## config.mk

```make
export PLATFORM = sky130hd
export DESIGN_NAME = mma_tile_scheduler
export DESIGN_NICKNAME = d
export VERILOG_FILES = /design/src/rtl/mma_sched_pkg.sv /design/src/rtl/mma_rr_pick.sv /design/src/rtl/mma_tile_scheduler.sv
export SDC_FILE = /design/constraint.sdc
export NUM_CORES = 1
export LEC_CHECK = 0
export ABC_AREA = 1
export CAP_MARGIN = 0
export CELL_PAD_IN_SITES_DETAIL_PLACEMENT = 0
export CELL_PAD_IN_SITES_GLOBAL_PLACEMENT = 1
export CORE_ASPECT_RATIO = 1.75
export CORE_UTILIZATION = 41
export DETAILED_ROUTE_END_ITERATION = 8
export PLACE_DENSITY_LB_ADDON = 0.1
export SLEW_MARGIN = 40
export SYNTH_ARGS = -nofsm -noshare
export SYNTH_HDL_FRONTEND = slang
export SYNTH_SLANG_ARGS = --single-unit
```

## constraint.sdc

```tcl
create_clock -name clk -period 2.05 [get_ports clk]
set_input_delay 0.41 -clock clk [delete_from_list [all_inputs] [get_ports clk]]
set_output_delay 0.41 -clock clk [all_outputs]
set_load 0.05 [all_outputs]
```

## src/rtl/mma_sched_pkg.sv

```systemverilog
// Shared scheduler types and default sizing for the MMA tile scheduler and its clients.
package mma_sched_pkg;

  typedef enum logic [1:0] {
    S_IDLE,
    S_ISSUE,
    S_WAIT,
    S_RELEASE
  } sched_state_e;

  localparam int unsigned DEF_NUM_REQ     = 4;
  localparam int unsigned DEF_TIMEOUT_CYC = 1024;

endpackage

```

## src/rtl/mma_rr_pick.sv

```systemverilog
// Combinational round-robin picker: first set request at or after i_ptr, circularly.
module mma_rr_pick #(
  parameter int unsigned NUM_REQ = 4,
  localparam int unsigned IDX_W  = $clog2(NUM_REQ)
) (
  input  logic [NUM_REQ-1:0] i_req,
  input  logic [IDX_W-1:0]   i_ptr,
  output logic [NUM_REQ-1:0] o_onehot,
  output logic [IDX_W-1:0]   o_idx,
  output logic               o_any
);

  logic [IDX_W-1:0] w_pos;

  always_comb begin
    o_onehot = '0;
    o_idx    = '0;
    o_any    = 1'b0;
    w_pos    = '0;
    for (int unsigned i = 0; i < NUM_REQ; i++) begin
      w_pos = IDX_W'((32'(i_ptr) + i) % NUM_REQ);
      if (!o_any && i_req[w_pos]) begin
        o_any           = 1'b1;
        o_idx           = w_pos;
        o_onehot[w_pos] = 1'b1;
      end
    end
  end

endmodule

```

## src/rtl/mma_tile_scheduler.sv

```systemverilog
// Time-shares one fp16 MMA tile between NUM_REQ clients: round-robin grant,
// single start pulse per job, result-edge completion and per-job watchdog abort.
module mma_tile_scheduler
  import mma_sched_pkg::*;
#(
  parameter int unsigned NUM_REQ     = DEF_NUM_REQ,
  parameter int unsigned TIMEOUT_CYC = DEF_TIMEOUT_CYC,
  localparam int unsigned IDX_W      = $clog2(NUM_REQ)
) (
  input  logic               clk,
  input  logic               rst,
  input  logic [NUM_REQ-1:0] req,
  output logic [NUM_REQ-1:0] gnt,
  output logic [IDX_W-1:0]   gnt_idx,
  output logic [NUM_REQ-1:0] done,
  output logic [NUM_REQ-1:0] err,
  output logic               busy,
  output logic               mma_enable,
  output logic               mma_valid,
  input  logic               mma_ready,
  input  logic               result_valid
);

  localparam int unsigned WD_W = $clog2(TIMEOUT_CYC);

  sched_state_e       r_state;
  logic [NUM_REQ-1:0] r_gnt;
  logic [IDX_W-1:0]   r_gnt_idx;
  logic [IDX_W-1:0]   r_rr_ptr;
  logic [NUM_REQ-1:0] r_done;
  logic [NUM_REQ-1:0] r_err;
  logic               r_busy;
  logic               r_mma_enable;
  logic               r_mma_valid;
  logic               r_rv_q;
  logic [WD_W-1:0]    r_wdog;

  logic [NUM_REQ-1:0] w_onehot;
  logic [IDX_W-1:0]   w_idx;
  logic               w_any;
  logic               w_rv_rise;

  mma_rr_pick #(.NUM_REQ(NUM_REQ)) u_pick (
    .i_req    (req),
    .i_ptr    (r_rr_ptr),
    .o_onehot (w_onehot),
    .o_idx    (w_idx),
    .o_any    (w_any)
  );

  // rv_q tracks result_valid in every state, so a level already high on WAIT entry never looks like an edge
  assign w_rv_rise = result_valid & ~r_rv_q;

  always_ff @(posedge clk or posedge rst) begin
    if (rst) begin
      r_state      <= S_IDLE;
      r_gnt        <= '0;
      r_gnt_idx    <= '0;
      r_rr_ptr     <= '0;
      r_done       <= '0;
      r_err        <= '0;
      r_busy       <= 1'b0;
      r_mma_enable <= 1'b0;
      r_mma_valid  <= 1'b0;
      r_rv_q       <= 1'b0;
      r_wdog       <= '0;
    end else begin
      r_mma_enable <= 1'b1;
      r_rv_q       <= result_valid;
      r_done       <= '0;
      r_err        <= '0;
      r_mma_valid  <= 1'b0;
      case (r_state)
        S_IDLE: begin
          if (w_any) begin
            r_gnt     <= w_onehot;
            r_gnt_idx <= w_idx;
            r_busy    <= 1'b1;
            r_state   <= S_ISSUE;
          end
        end
        S_ISSUE: begin
          if (mma_ready) begin
            r_mma_valid <= 1'b1;
            r_wdog      <= '0;
            r_state     <= S_WAIT;
          end
        end
        S_WAIT: begin
          // completion edge takes priority over the watchdog terminal count
          if (w_rv_rise) begin
            r_done[r_gnt_idx] <= 1'b1;
            r_state           <= S_RELEASE;
          end else if (r_wdog == WD_W'(TIMEOUT_CYC - 1)) begin
            r_err[r_gnt_idx] <= 1'b1;
            r_state          <= S_RELEASE;
          end else begin
            r_wdog <= r_wdog + WD_W'(1);
          end
        end
        S_RELEASE: begin
          r_gnt    <= '0;
          r_busy   <= 1'b0;
          r_rr_ptr <= (r_gnt_idx == IDX_W'(NUM_REQ - 1)) ? '0 : r_gnt_idx + IDX_W'(1);
          r_state  <= S_IDLE;
        end
        default: r_state <= S_IDLE;
      endcase
    end
  end

  assign gnt        = r_gnt;
  assign gnt_idx    = r_gnt_idx;
  assign done       = r_done;
  assign err        = r_err;
  assign busy       = r_busy;
  assign mma_enable = r_mma_enable;
  assign mma_valid  = r_mma_valid;

endmodule

```

==> summary.md, run 1 <==
| Metric | Value |
|---|---|
| Status | finished, final reports clean |
| Core ar. | 0.00471 mm2 |
| Pins over their slew limit | 0 |
| Max stage delay on crit path | 0.83 ns |
| Initial Util | 42.6% |
| Critical Path Source Type | flop |
| Top cells by area, synth | dfrtp_1 (40%), nand2_1 (13%), ha_1 (11%) |
| Post-layout util | 53.2% |
| Cts bufs inserted | 5 |
| Dominant cell type by area after synthesis | dfrtp_1 |
| Clk_skew | 0.00395 ns |
| CTS tree | yes |
| Worst EP required | 1.64 ns |
| Placed insts | 341 |
| Synth unique cells | 24 |
| Setup_tns | 0 ns |
| Slew margin rel. | 66.7% |
| Placement Rows | 33 |
| Die Y | 94.6 um |
| DR vias/cell | 5.04 |
| Fraction of power spent switching nets | 48.5% |
| Dpl hpwl | 3540 um |
| Area of the mapped netlist | 0.00201 mm2 |
| Layout Cells excl Fill | 349 |
| Largest net degree at the start of global routing | 33 |
| Psw | 0.00175 W |
| Total of max-cap violations | 0 |
| Clock Tree Buf Depth | 2 |
| # port buffers | 24 |
| Grt ovf | 0 |
| Number of remaining DRC errors | 0 |
| CP arrival | 1.55 ns |
| Final Hold Viols | 0 |
| Kind of critical path | flop to output port |
| Leakage | 1.23 nW |
| Power density cells | 1440 mW/mm2 |
| Setup bufs post-CTS | 0 |
| Reg power frac | 24.0% |
| Area Overhead vs Synth | 24.7% |
| Final wirelength | 4470 um |
| Finish-stage setup viols | 0 |
| DR vias | 1,760 |
| Final Power | 0.00360 W |
| Die ar. | 0.00519 mm2 |
| Unrepaired setup endpoints after global routing | no |
| Synth Instances | 255 |
| Tightest Pin Transition | 0.497 ns |
| DR iter-0 viols | 29 |
| Sequential area share after synthesis | 39.9% |
| GP Congestion | 0.781 |
| Hold Crit Class | primary input to async pin |
| Drt first pass iters | 4 |
| CP Buf/Inv Count | 1 |
| CP max-delay cell | clkdlybuf4s50_1 |
| Clock sinks | 32 |
| Peak supply drop | 0.948 mV |
| Detailed-route wire length per cell | 12.8 um |
| Initial antenna violation count | 0 |
| Setup crit end kind | output port |
| GRT Total Usage | 20.7% |
| Layout cells sized above 1 | 14.1% |
| Mapped Nets | 280 |
| Vias in the first global route | 1,726 |
| Clk pwr share | 16.9% |
| R2R Setup Slk | 0.34 ns |
| Clock-pin slew on the worst setup and hold paths | 0.07 ns |
| H-tree depth | 2 |
| Yosys reg bits | 32 |
| Tcrit/Tclk final | 95.6% |
| Fmax | 510 MHz |
| Comb pwr share | 59.2% |
| Root Buffer | clkbuf_8 |
| Worst-Skew Late Latency | 0.29 ns |
| First-pass GRT wire length | 7660 um |
| Layout fillers | 456 |
| Antenna Nets Post-Route | 0 |
| Chip width | 54.9 um |
| Yosys top cell area share | 39.9% |
| Syn Area/Cell | 7.87 um2 |
| CP cell instances | clkdlybuf4s50_1 |
| Post-layout nets | 321 |
| IO Pins | 25 |
| CP max FO | 5 |
| CP top delay family | buffers and inverters |
| Ant. Diodes | 0 |
| Synth warnings | 0 |
| Internal power | 0.00185 W |
| Min cycle time layout | 1.96 ns |
## worst register-to-register path, delay by kind of cell, from the launching register on
family	cells	cell delay, ns
AO/OA/AOI/OAI	1	0.10
adder cells (fa/ha/maj)	1	0.23
buffers and inverters	1	0.05
flip-flops	1	0.42
AND/OR/NAND/NOR	5	0.80
## kinds of logic (layout without fill, tap and decap cells)
| family | count (synthesis) | after routing | share of synthesized area (%) |
|---|---|---|---|
| XOR/XNOR | 7 | 7 | 3.05 |
| adder cells (fa/ha/maj) | 17 | 17 | 10.6 |
| buffers and inverters | 29 | 71 | 5.80 |
| flip-flops | 32 | 32 | 39.9 |
| other | 1 | 1 | 0.187 |
| AO/OA/AOI/OAI | 19 | 19 | 5.24 |
| AND/OR/NAND/NOR | 150 | 150 | 35.2 |
## synthesized netlist by cell type
master / n
xnor2_1: 1
nor2_1: 18
nand3_2: 3
nor2_2: 1
buf_6: 1
nor3_1: 8
inv_1: 25
ha_1: 17
nor2_4: 1
nand2_1: 70
xor2_1: 6
o21ai_1: 1
or2_2: 3
a21oi_1: 7
nand3_1: 26
nand2_4: 3
dfrtp_1: 32
clkbuf_1: 1
nand4_1: 9
conb_1: 1
nand2_2: 8
o21ai_0: 7
inv_2: 2
a21boi_0: 4
## power groups by stage
stage	Sequential, W	Combinational [W]	Clock, W
5_1_grt	0.000879	0.00243	0.000643
4_1_cts	0.000864	0.00215	0.000620
3_3_place_gp	0.000873	0.00215	0
2_1_floorplan	0.00108	0.00129	0
3_5_place_dp	0.000874	0.00214	0
6_report	0.000862	0.00213	0.000607
## layout by cell type, fill, tap and decap left out, drive strengths merged, types with 3 or more instances in the layout
| cell type | n |
|---|---|
| nand2 | 81 |
| dfrtp | 32 |
| nand3 | 29 |
| inv | 27 |
| clkdlybuf4s50 | 24 |
| nor2 | 20 |
| ha | 17 |
| buf | 12 |
| nand4 | 9 |
| nor3 | 8 |
| o21ai | 8 |
| a21oi | 7 |
| xor2 | 6 |
| clkbuf | 5 |
| a21boi | 4 |
| or2 | 3 |
## registers in the layout, indices dropped and copies added (netlist names), 2 cells and up
signal / cells
r_state: 2
gnt_idx: 2
r_wdog: 10
gnt: 4
done: 4
r_rr_ptr: 2
err: 4
## final timing paths
path                                             start                     to  cells past startpoint
worst max-delay path            gnt_idx[0]$_DFFE_PP0P_             gnt_idx[0]                      1
worst min-delay path                               rst       err[0]$_DFF_PP0_                      3
worst max register to register   r_wdog[0]$_DFFE_PP0P_  r_wdog[1]$_DFFE_PP0P_                      8
worst min register to register      gnt[2]$_DFFE_PP0P_     gnt[2]$_DFFE_PP0P_                      2
max in group asynchronous                          rst  r_wdog[2]$_DFFE_PP0P_                      3
min in group clk                    gnt[2]$_DFFE_PP0P_     gnt[2]$_DFFE_PP0P_                      2
## per-stage QoR
step	setup slack, ns	area [um2]	hold WS (ns)
after floorplan	0.283	2010	0.441
after global placement	0.0692	2390	0.502
after detailed placement	0.0599	2390	0.499
after CTS	0.0757	2500	0.516
after global routing	0.0206	2500	0.548
final	0.0907	2500	0.507
## layout make-up
type | instances | area [um2] | share of cell area (%)
multi-input combinational | 194 | 1090 | 43.7
sequential | 32 | 801 | 32.0
timing repair buffer | 36 | 330 | 13.2
inverter | 27 | 101 | 4.05
clock buffer | 5 | 68.8 | 2.75
tap | 52 | 65.1 | 2.60
clock inverter | 3 | 42.5 | 1.70
## metal layers
layer | up-vias | wire length, um | GRT usage [%]
li1 | 904 | - | -
met1 | 820 | 1650 | 20.6
met2 | 27 | 2620 | 38.4
met3 | 9 | 74 | 3.38
met4 | 0 | 133 | 9.83
met5 | - | 0 | 0
## timing repair
| item | CTS | global route |
|---|---|---|
| hold buffers | 0 | 0 |
| endpoints found under the setup margin | 0 | 2 |
| gates resized for setup | 0 | 1 |
(Power assumes the default switching activity.)
==> inputs of run 2 (changes only) <==
Settings changed: CORE_MARGIN from default to 1.5, SLEW_MARGIN 40 to default.
==> summary.md, run 2 (same netlist as run 1, synthesis figures left out) <==
| Metric | Value |
|---|---|
| GR met1 Demand/Resource | 20.1% (was 20.6%) |
| CP Buf/Inv Count | 1 (unchanged) |
| Tcrit/Tclk final | 95.4% (was 95.6%) |
| Setup_tns | 0 ns (unchanged) |
| Max stage delay on crit path | 0.83 ns (about the same) |
| Clk_skew | 0.00289 ns (was 0.00395 ns) |
| GRT Total Usage | 19.7% (was 20.7%) |
| DR iter-0 viols | 55 (was 29) |
| Placement Rows | 33 (unchanged) |
| CP top delay family | buffers and inverters (unchanged) |
| Leakage | 1.22 nW (was 1.23 nW) |
| Min cycle time layout | 1.96 ns (about the same) |
| Root Buffer | clkbuf_8 (unchanged) |
| Clock-pin slew on the worst setup and hold paths | 0.07 ns (about the same) |
| Pins over their slew limit | 0 (unchanged) |
| Post-layout nets | 320 (was 321) |
| Ant. Diodes | 0 (unchanged) |
| # port buffers | 24 (unchanged) |
| First-pass GRT wire length | 8060 um (was 7660 um) |
| Fmax | 511 MHz (was 510 MHz) |
| Cts hold-fix bufs | 0 (unchanged) |
| Initial Util | 42.6% (unchanged) |
| Detailed-route wire length per cell | 13.0 um (was 12.8 um) |
| Die ar. | 0.00534 mm2 (was 0.00519 mm2) |
| Antenna Nets Post-Route | 0 (unchanged) |
| Finish-stage setup viols | 0 (unchanged) |
| Core ar. | 0.00471 mm2 (unchanged) |
| Tightest Pin Transition | 0.499 ns (was 0.497 ns) |
| Setup crit end kind | output port (unchanged) |
| Worst-Skew Late Latency | 0.29 ns (about the same) |
| Most frequent cells in the layout | nand2_1 (70), dfrtp_1 (32), nand3_1 (26), inv_1 (25), clkdlybuf4s50_1 (24) (unchanged) |
| IO Pins | 25 (unchanged) |
| Die Y | 95.6 um (was 94.6 um) |
| Clock Tree Buf Depth | 2 (unchanged) |
| Area Overhead vs Synth | 24.1% (was 24.7%) |
| Top reg by flops | r_wdog (unchanged) |
| CP arrival | 1.55 ns (about the same) |
| Final Power | 0.00362 W (was 0.00360 W) |
| Power density cells | 1450 mW/mm2 (was 1440 mW/mm2) |
| Dpl hpwl | 3550 um (was 3540 um) |
| Unrepaired setup endpoints after global routing | no (unchanged) |
| Grt ovf | 0 (unchanged) |
| Most crowded layer after global routing | met2 (unchanged) |
| PostCTS Resize Cnt | 0 (unchanged) |
| Number of remaining DRC errors | 0 (unchanged) |
| Status | finished, final reports clean (unchanged) |
| Chip width | 55.9 um (was 54.9 um) |
| Cts bufs inserted | 5 (unchanged) |
| CP cell instances | clkdlybuf4s50_1 (unchanged) |
| Final Hold Viols | 0 (unchanged) |
| Slew margin rel. | 66.6% (was 66.7%) |
| Minimum setup slack after placement | 0.104 ns (was 0.0599 ns) |
| Clock sinks | 32 (unchanged) |
| Kind of critical path | flop to output port (unchanged) |
| Largest net degree at the start of global routing | 33 (unchanged) |
| Fin worst setup slack | 0.0944 ns (was 0.0907 ns) |
| CP max FO | 5 (unchanged) |
| Layout cells sized above 1 | 13.5% (was 14.1%) |
| Hold Crit Class | primary input to async pin (unchanged) |
| Most common cell after layout, fill and taps aside | nand2_1 (unchanged) |
| Initial antenna violation count | 0 (unchanged) |
| Peak supply drop | 1.13 mV (was 0.948 mV) |
| Final wirelength | 4540 um (was 4470 um) |
| Drt first pass iters | 4 (unchanged) |
| Vias in the first global route | 1,795 (was 1,726) |
| Critical Path Source Type | flop (unchanged) |
| CP max-delay cell | clkdlybuf4s50_1 (unchanged) |
| GP Congestion | 0.850 (was 0.781) |
| Layout fillers | 473 (was 456) |
| Setup bufs post-CTS | 0 (unchanged) |
| Total of max-cap violations | 0 (unchanged) |
| DR vias | 1,740 (was 1,760) |
| Met3 Track Usage GR | 2.99% (was 3.38%) |
| H-tree depth | 2 (unchanged) |
| CTS tree | yes (unchanged) |
| Met2 usage | 37.0% (was 38.4%) |
| Worst EP required | 1.64 ns (about the same) |
| Flip-flop count of the largest register after layout | 10 (unchanged) |
| DR vias/cell | 5.00 (was 5.04) |
==> run 2: final cells by class <==
class	instances	area [um2]	share of cell area, %
multi-input cells	194	1090	43.7
flip-flops and latches	32	801	32.1
repair buffers	35	323	13.0
inverters	27	101	4.07
clock buffers	5	68.8	2.76
well taps	52	65.1	2.61
clock inverters	3	42.5	1.71
==> run 2: per-layer routing <==
layer	vias up	part of all wire (%)	routed length [um]
li1	900	-	-
met1	793	38	1710
met2	33	56	2530
met3	14	2.2	99
met4	0	4.3	197
met5	-	0	0
==> run 2: path summary, 6_finish.rpt <==
| kind | start | endpoint | slack [ns] | cells after the start |
|---|---|---|---|---|
| worst max-delay path | gnt_idx[1]$_DFFE_PP0P_ | gnt_idx[1] | 0.09 | 1 |
| worst min-delay path | rst | mma_enable$_DFF_PP0_ | 0.50 | 3 |
| worst max register to register | r_wdog[0]$_DFFE_PP0P_ | r_wdog[4]$_DFFE_PP0P_ | 0.28 | 9 |
| worst min register to register | gnt[1]$_DFFE_PP0P_ | gnt[1]$_DFFE_PP0P_ | 0.51 | 2 |
| max in group asynchronous | rst | r_state[1]$_DFFE_PP0P_ | 1.25 | 3 |
| min in group clk | gnt[1]$_DFFE_PP0P_ | gnt[1]$_DFFE_PP0P_ | 0.51 | 2 |
==> run 2: where the power goes <==
group          switching, W  leakage, nW  internal, W
registers          0.000100        0.427     0.000757
logic               0.00142        0.742     0.000739
clock network      0.000240       0.0541     0.000359
total               0.00176         1.22      0.00185
==> run 2: stage by stage <==
stage               util [%]  std cells  instance area (um2)  hold WS (ns)
finish                  52.9        348                 2490         0.502
detailed placement      50.6        340                 2380         0.502
global route            52.9        348                 2490         0.549
global placement        50.6        340                 2380         0.499
floorplan                  -        255                 2010         0.441
CTS                     52.9        348                 2490         0.517
==> inputs of run 3 (changes only) <==
Settings changed: GPL_TIMING_DRIVEN from default to 1.
==> results of run 3 <==
Same layout as run 2: the final DEF is identical, and so are final timing and power.
